--- src/rtl/fifo_pkg.sv ---
// Shared definitions for the FIFO access controller: default widths and read-side state encoding.
package fifo_pkg;

  localparam int DEF_WIDTH = 8;
  localparam int DEF_CNT_W = 4;

  typedef enum logic [1:0] {
    IDLE  = 2'd0,
    FETCH = 2'd1,
    HOLD  = 2'd2
  } rd_state_e;

endpackage

--- src/rtl/rr_arbiter.sv ---
// Round-robin arbiter: the search starts just after the last granted index.
// The pointer moves only on a grant.
module rr_arbiter #(
  parameter int N = 4
) (
  input  logic                 clk,
  input  logic                 rst,
  input  logic                 en,
  input  logic [N-1:0]         req,
  output logic [N-1:0]         gnt,
  output logic [$clog2(N)-1:0] ptr
);

  localparam int PTR_W = $clog2(N);

  logic [PTR_W-1:0] ptr_q, ptr_d;
  logic [PTR_W-1:0] idx;
  logic             found;

  always_comb begin
    gnt   = '0;
    ptr_d = ptr_q;
    found = 1'b0;
    idx   = '0;
    for (int k = 1; k <= N; k++) begin
      idx = PTR_W'((int'(ptr_q) + k) % N);
      if (en && !found && req[idx]) begin
        gnt[idx] = 1'b1;
        ptr_d    = idx;
        found    = 1'b1;
      end
    end
  end

  // Reset to the last index so requester 0 wins the first search.
  always_ff @(posedge clk) begin
    if (rst) ptr_q <= PTR_W'(N - 1);
    else     ptr_q <= ptr_d;
  end

  assign ptr = ptr_q;

endmodule

--- src/rtl/fifo_access_ctrl.sv ---
// Owns both ports of a shared synchronous FIFO.
// N_REQ producers are arbitrated onto the write port; popped words go to one valid/ready consumer.
module fifo_access_ctrl
  import fifo_pkg::*;
#(
  parameter int WIDTH    = DEF_WIDTH,
  parameter int CNT_W    = DEF_CNT_W,
  parameter int N_REQ    = 4,
  parameter int AF_LEVEL = 6
) (
  input  logic                     clk,
  input  logic                     rst,
  input  logic [N_REQ-1:0]         req,
  input  logic [N_REQ*WIDTH-1:0]   req_data,
  output logic [N_REQ-1:0]         gnt,
  output logic                     fifo_w_en,
  output logic [WIDTH-1:0]         fifo_data_in,
  input  logic                     fifo_full,
  output logic                     fifo_r_en,
  input  logic [WIDTH-1:0]         fifo_data_out,
  input  logic                     fifo_empty,
  input  logic [CNT_W-1:0]         fifo_cnt,
  output logic                     out_valid,
  output logic [WIDTH-1:0]         out_data,
  input  logic                     out_ready,
  output logic                     almost_full,
  output logic [1:0]               dbg_state,
  output logic [$clog2(N_REQ)-1:0] dbg_rr_ptr
);

  logic arb_en;

  // No bypass: a full FIFO blocks writes even when a pop happens in the same cycle.
  assign arb_en = !fifo_full && !rst;

  rr_arbiter #(.N(N_REQ)) u_arb (
    .clk (clk),
    .rst (rst),
    .en  (arb_en),
    .req (req),
    .gnt (gnt),
    .ptr (dbg_rr_ptr)
  );

  assign fifo_w_en = |gnt;

  always_comb begin
    fifo_data_in = '0;
    for (int i = 0; i < N_REQ; i++) begin
      if (gnt[i]) fifo_data_in = req_data[i*WIDTH +: WIDTH];
    end
  end

  // Output handshake: a word transfers at a rising edge where out_valid and out_ready
  // are both 1. out_data is stable while out_valid=1 and out_ready=0.
  rd_state_e        state_q, state_d;
  logic             out_valid_q, out_valid_d;
  logic [WIDTH-1:0] out_data_q, out_data_d;
  logic             af_q, af_d;

  always_comb begin
    state_d     = state_q;
    out_valid_d = out_valid_q;
    out_data_d  = out_data_q;
    fifo_r_en   = 1'b0;
    af_d        = (fifo_cnt >= CNT_W'(AF_LEVEL));
    unique case (state_q)
      IDLE: begin
        fifo_r_en = !fifo_empty && !rst;
        if (!fifo_empty) state_d = FETCH;
      end
      FETCH: begin
        out_data_d  = fifo_data_out;
        out_valid_d = 1'b1;
        state_d     = HOLD;
      end
      HOLD: begin
        if (out_ready) begin
          fifo_r_en   = !fifo_empty && !rst;
          out_valid_d = 1'b0;
          state_d     = fifo_empty ? IDLE : FETCH;
        end
      end
      default: state_d = IDLE;
    endcase
  end

  always_ff @(posedge clk) begin
    if (rst) begin
      state_q     <= IDLE;
      out_valid_q <= 1'b0;
      out_data_q  <= '0;
      af_q        <= 1'b0;
    end else begin
      state_q     <= state_d;
      out_valid_q <= out_valid_d;
      out_data_q  <= out_data_d;
      af_q        <= af_d;
    end
  end

  assign out_valid   = out_valid_q;
  assign out_data    = out_data_q;
  assign almost_full = af_q;
  assign dbg_state   = state_q;

endmodule

--- config.mk ---
export PLATFORM = sky130hd
export DESIGN_NAME = fifo_access_ctrl
export DESIGN_NICKNAME = d
export VERILOG_FILES = /design/src/rtl/fifo_pkg.sv /design/src/rtl/rr_arbiter.sv /design/src/rtl/fifo_access_ctrl.sv
export SDC_FILE = /design/constraint.sdc
export NUM_CORES = 1
export LEC_CHECK = 0
export ABC_AREA = 1
export CAP_MARGIN = 20
export CORE_UTILIZATION = 35
export CTS_CLUSTER_DIAMETER = 80
export DETAILED_ROUTE_END_ITERATION = 7
export GPL_TIMING_DRIVEN = 0
export PLACE_DENSITY = 0.84
export SLEW_MARGIN = 5
export SYNTH_ARGS = -nofsm -noshare
export SYNTH_HDL_FRONTEND = slang
export SYNTH_HIERARCHICAL = 1
export SYNTH_SLANG_ARGS = --single-unit
--- constraint.sdc ---
create_clock -name clk -period 3.89 [get_ports clk]
set_input_delay 0.778 -clock clk [delete_from_list [all_inputs] [get_ports clk]]
set_output_delay 0.778 -clock clk [all_outputs]
set_load 0.1 [all_outputs]
Yosys cells after proc, flatten, opt, wreduce, memory -nomap -nowiden
Cells that the tools add are included.

Equality and inequality tests: 4. Add/sub/neg operators: 4. Magnitude comparators: 9. Mux-type cells: 39. Reductions and logical operators: 25. Bitwise logic cells: 3.

Operator list (count): 8-bit 2-to-1 mux (4); 4-bit 2-to-1 mux (4); 1-bit 2-to-1 mux (14); 1-bit logical AND (13); 2-bit by 3-bit < comparator with 1-bit output, second input constant (4); 2-bit 2-to-1 mux (6); 4-bit bitwise OR (3); 1-bit binary-select mux with 2-bit select (4); 1-bit demux with 2-bit select (4); 2-bit by 1-bit greater-or-equal comparator with 1-bit output, second input constant (4); 1-bit logical NOT (6); 2-bit one-hot mux with 3 select lines (1); 2-bit by 1-bit adder with 2-bit output, second input constant (2); 2-bit adder, second input constant (2); 4-bit by 3-bit greater-or-equal comparator with 1-bit output, second input constant (1); 2-bit != test, second input constant (2); 1-bit one-hot mux with 2 select lines (2); 2-bit AND reduction (2); 4-bit nonzero test (1); 4-bit OR reduction (1); 2-bit by 1-bit equality test with 1-bit output, second input constant (1); 2-bit equality test, second input constant (1); 2-bit logical NOT (1); 2-bit nonzero test (1).

Input bits: 53. Output and inout bits: 28. Register bits after elaboration: 14.

Depth between registers and ports, before layout
Word-level depth: 21. Gate-level depth with buffers: 16. Gate-level depth less buffers: 14.

By module
The synthesis kept the hierarchy.

By module, submodules not included: fifo_access_ctrl (instances 1, seq. area each 240.2 sq um, area an instance 768.2 sq um, cells each 127); rr_arbiter (instances 1, seq. area each 40.0 sq um, area an instance 589.3 sq um, cells each 94).

Worst setup path after synthesis
No wires, ideal clock.

Path type: reg-to-output. Start: register u_arb.ptr_q[1], in the netlist u_arb/ptr[1]. End: output fifo_data_in[5]. Cell stages (with the launch flop): 15. Path slack: -1.555 ns. Arrival: 4.667 ns. Required time: 3.112 ns. Cells stage by stage: dfxtp_1 -> inv_1 -> ha_1 -> inv_1 -> nand3_4 -> nand2_4 -> nand4_4 -> clkinv_2 -> nand2_1 -> nand4_1 -> buf_6 -> buf_6 -> nor2_1 -> nand2_1 -> nand2_1.

RTL lines: start: declaration (line rr_arbiter.sv:16) `logic [PTR_W-1:0] ptr_q, ptr_d;`; start signal: assignment (line rr_arbiter.sv:37) `if (rst) ptr_q <= PTR_W'(N - 1);`; start signal: assignment (line rr_arbiter.sv:38) `else ptr_q <= ptr_d;`; branches (longest 16 deep; another with 2-bit by 3-bit < comparator with 1-bit output); 4-bit 2-to-1 mux (*) (line rr_arbiter.sv:27) `if (en && !found && req[idx]) begin`; via gnt[3] (line fifo_access_ctrl.sv:15) `output logic [N_REQ-1:0] gnt,`; 8-bit 2-to-1 mux (*) (line fifo_access_ctrl.sv:50) `if (gnt[i]) fifo_data_in = req_data[i*WIDTH +: WIDTH];`; end: declaration (line fifo_access_ctrl.sv:17) `output logic [WIDTH-1:0] fifo_data_in,`.

Mark *: on every way through the listed nets, which the timed path passes. The select of a mux whose other input is x is not followed.

Worst setup path in the final report
Start: input req[0]. End: output fifo_data_in[5].

Word-level cells in the longest chain between the ends: 20.

Ends and longest elaborated chain: start: declaration (line fifo_access_ctrl.sv:13) `input logic [N_REQ-1:0] req,`; 1-bit binary-select mux with 2-bit select (line rr_arbiter.sv:27); 1-bit 2-to-1 mux (not written as such) (line rr_arbiter.sv:27); 1-bit logical AND (line rr_arbiter.sv:27); 1-bit 2-to-1 mux (line rr_arbiter.sv:27); 1-bit logical NOT (line rr_arbiter.sv:27); 1-bit logical AND (2 in series) (line rr_arbiter.sv:27); 1-bit 2-to-1 mux (line rr_arbiter.sv:27); 1-bit logical NOT (line rr_arbiter.sv:27); 1-bit logical AND (2 in series) (line rr_arbiter.sv:27); 1-bit 2-to-1 mux (line rr_arbiter.sv:27); 1-bit logical NOT (line rr_arbiter.sv:27); 1-bit logical AND (2 in series) (line rr_arbiter.sv:27); 4-bit 2-to-1 mux (*) (line rr_arbiter.sv:27); 8-bit 2-to-1 mux (3 in series) (line fifo_access_ctrl.sv:50); 8-bit 2-to-1 mux (*) (line fifo_access_ctrl.sv:50).

Mark *: on every way between the ends. The rest lies on a longest branch, timed or not. The select of a mux whose other input is x is not followed.

==> flow_metrics.env <==
export IMPL_post_cts_setup_buffer_count=0
export IMPL_clk_latency_ns=0.24
export IMPL_num_vias=1689
export IMPL_syn_num_nets=281
export IMPL_rsz0062_at_grt="yes"
export IMPL_portBuffers=79
export IMPL_cp_end_kind="output pin"
export IMPL_outcome="finished, final reports clean"
export IMPL_reg2reg_depth=12
export IMPL_nets=365
export IMPL_detailedRoute_firstPassIterationCount=4
export IMPL_clock_skew_final_ns=0.00388
export IMPL_synth_top_area_cell="dfxtp_1"
export IMPL_dp_hpwl_um=3320
export IMPL_synth_most_common_cell="nand2_1"
export IMPL_period_minus_slack_ns=3.75
export IMPL_clock_path_buffers=2
export IMPL_antenna_found_initial=0
export IMPL_place_area_mm2=0.00241
export IMPL_routed_wl_um=4160
export IMPL_maxCapViolCount=0
export IMPL_design_core_area_mm2=0.00369
export IMPL_drc=0
export IMPL_max_freq_mhz=267
export IMPL_synth_main_ff_cell="dfxtp_1"
export IMPL_hold_buffers=0
export IMPL_diodes=0
export IMPL_pin_count=81
export IMPL_placementRows=22
export IMPL_cts_tree="yes"
export IMPL_synth_area_per_cell_um2=6.14
export IMPL_critPathMaxFanout=10
export IMPL_grt_pass1_wl_um=6740
export IMPL_dp_cells=348
export IMPL_yosys_top_cells_area="dfxtp_1 (21%), nand2_1 (18%), nor2_1 (11%), nand3_1 (8.8%), ha_1 (6.5%)"
export IMPL_grtUsageTotal=0.201
export IMPL_vdd_ir_drop_max_mv=0.338
export IMPL_finalHoldViolCount=0
export IMPL_clock_sinks=14
export IMPL_synth_cells=221
export IMPL_ys_types=25
export IMPL_viasPerCell=4.80
export IMPL_yosys_top_cells_count="nand2_1 (66), nor2_1 (38), nand3_1 (24), dfxtp_1 (14), a21oi_1 (13)"
export IMPL_max_slew_margin=0.341
export IMPL_ys_seq_elements=14
export IMPL_fp_dieH_um=64.3
export IMPL_leakage_nw=1.08
export IMPL_required_ns=3.11
export IMPL_gp_congestion=0.841
export IMPL_die_area_mm2=0.00413
export IMPL_report_final_slew_viol_count=0
export IMPL_grt_ovfl_total=0
export IMPL_min_path_cells=2
export IMPL_die_w_um=64.3
export IMPL_stdcell_count=352
export IMPL_period_share=0.964
export IMPL_clock_root_buffer="clkbuf_8"
export IMPL_worstMarginPinSlew_ns=0.985
export IMPL_arrival_ns=2.97
export IMPL_synthArstFlopShare=0
export IMPL_grt_max_degree=12
export IMPL_yosysWarnings=6
export IMPL_cts_made_buffers=3
export IMPL_area_growth_pct=81.6
export IMPL_clkTransAtPathRegs_ns=0.05
export IMPL_stdcell_area_mm2=0.00246
export IMPL_synth_edf_count=0
export IMPL_ant_nets=0
export IMPL_yosysSeqAreaShare=0.206
export IMPL_synth_top_area_frac=0.206
export IMPL_wire_per_inst_um=11.8
export IMPL_worst_setup_path_start_kind="input port"
export IMPL_hold_class="flop to flop"
export IMPL_path_class="input port to output pin"
export IMPL_setup_viol=0
export IMPL_start_util=0.368
export IMPL_drive_above_1_share=0.230
export IMPL_drt_initial_drc_count=60
export IMPL_synth_area_mm2=0.00136
export IMPL_grt_pass1_vias=1541
export IMPL_pwr_density_cell_mw_per_mm2=710
export IMPL_htreeDepth=1
[repair_timing]
item	in CTS	in global routing
resized for setup	71	2
gates cloned	0	0
setup endpoints to repair	13	3
pin swaps	0	0
[final timing paths]
| kind | from | to | slack, ns |
|---|---|---|---|
| setup reg to reg | u_arb/ptr[0] | u_arb/ptr[0] | 2.21 |
| hold / removal | out_valid | out_valid | 0.46 |
| hold reg to reg | out_valid | out_valid | 0.46 |
| setup / recovery | req[0] | fifo_data_in[5] | 0.14 |
[per-stage QoR]
step	utilization	power, mW	TNS (ns)	setup WS, ns	hold slack (ns)
after floorplan	-	1.35	-2.49	-0.280	0.729
after global placement	0.654	1.62	-9.69	-0.916	0.452
after detailed placement	0.654	1.64	-10.25	-0.957	0.454
after CTS	0.666	1.75	0	0.135	0.467
after global routing	0.668	1.84	-0.0184	-0.0184	0.502
final	0.668	1.75	0	0.139	0.464
[layout make-up]
cell class	instances	area [µm²]
Clock buffer	3	41.3
Timing Repair Buffer	79	791
Buffer	8	77.6
Inverter	18	90.1
Multi-Input combinational cell	181	1110
Clock inverter	1	3.75
Fill cell	342	1220
Tap cell	48	60.1
Sequential cell	14	288
[cells by family (layout without fill, tap and decap cells)]
family	Yosys count	after routing	share of synthesized area
AND/OR/NAND/NOR	153	153	0.534
buffers and inverters	26	109	0.115
AO/OA/AOI/OAI	21	21	0.0802
flip-flops	14	14	0.206
adder cells (fa/ha/maj)	7	7	0.0645
[report_power, final]
group,internal [mW],switching [mW]
logic,0.423,1.02
clock network,0.0697,0.0494
registers,0.165,0.0248
total,0.658,1.09
[critical path: stages]
cell             delay, ns
clkdlybuf4s50_1       0.44
nand2_1               0.15
nand3_4               0.12
nand2_4               0.13
nand3_1               0.09
nor2_2                0.19
nand2_1               0.09
nand4_1               0.13
buf_6                 0.17
inv_6                 0.05
nor2_1                0.17
nor2_4                0.04
nand2_2               0.11
nand2_8               0.05
buf_4                 0.23
[sequential cells by signal (all words and copies together) (netlist names)]
name and count:
out_data 8, dbg_state 2, u_arb/ptr 2, almost_full 1
out_valid 1
[metal layers]
metal	GRT usage	share of wire	vias to the layer above
li1	-	-	884
met3	0.0375	0.079	0
met1	0.245	0.46	733
met4	0.0250	0	0
met2	0.371	0.46	72
met5	0	0	-
[cell usage in the layout, fill, tap and decap left out, drive strengths merged]
| master | count |
|---|---|
| a21oi | 13 |
| clkdlybuf4s50 | 65 |
| buf | 17 |
| nand3 | 27 |
| dlygate4sd2 | 1 |
| nand2 | 73 |
| and3 | 2 |
| ha | 7 |
| nand4 | 10 |
| clkbuf | 3 |
| clkdlybuf4s15 | 4 |
| clkinv | 4 |
| nand3b | 1 |
| o21ai | 8 |
| inv | 15 |
| dfxtp | 14 |
| nor2 | 40 |
Note: power is estimated with default switching activity, not from simulation.
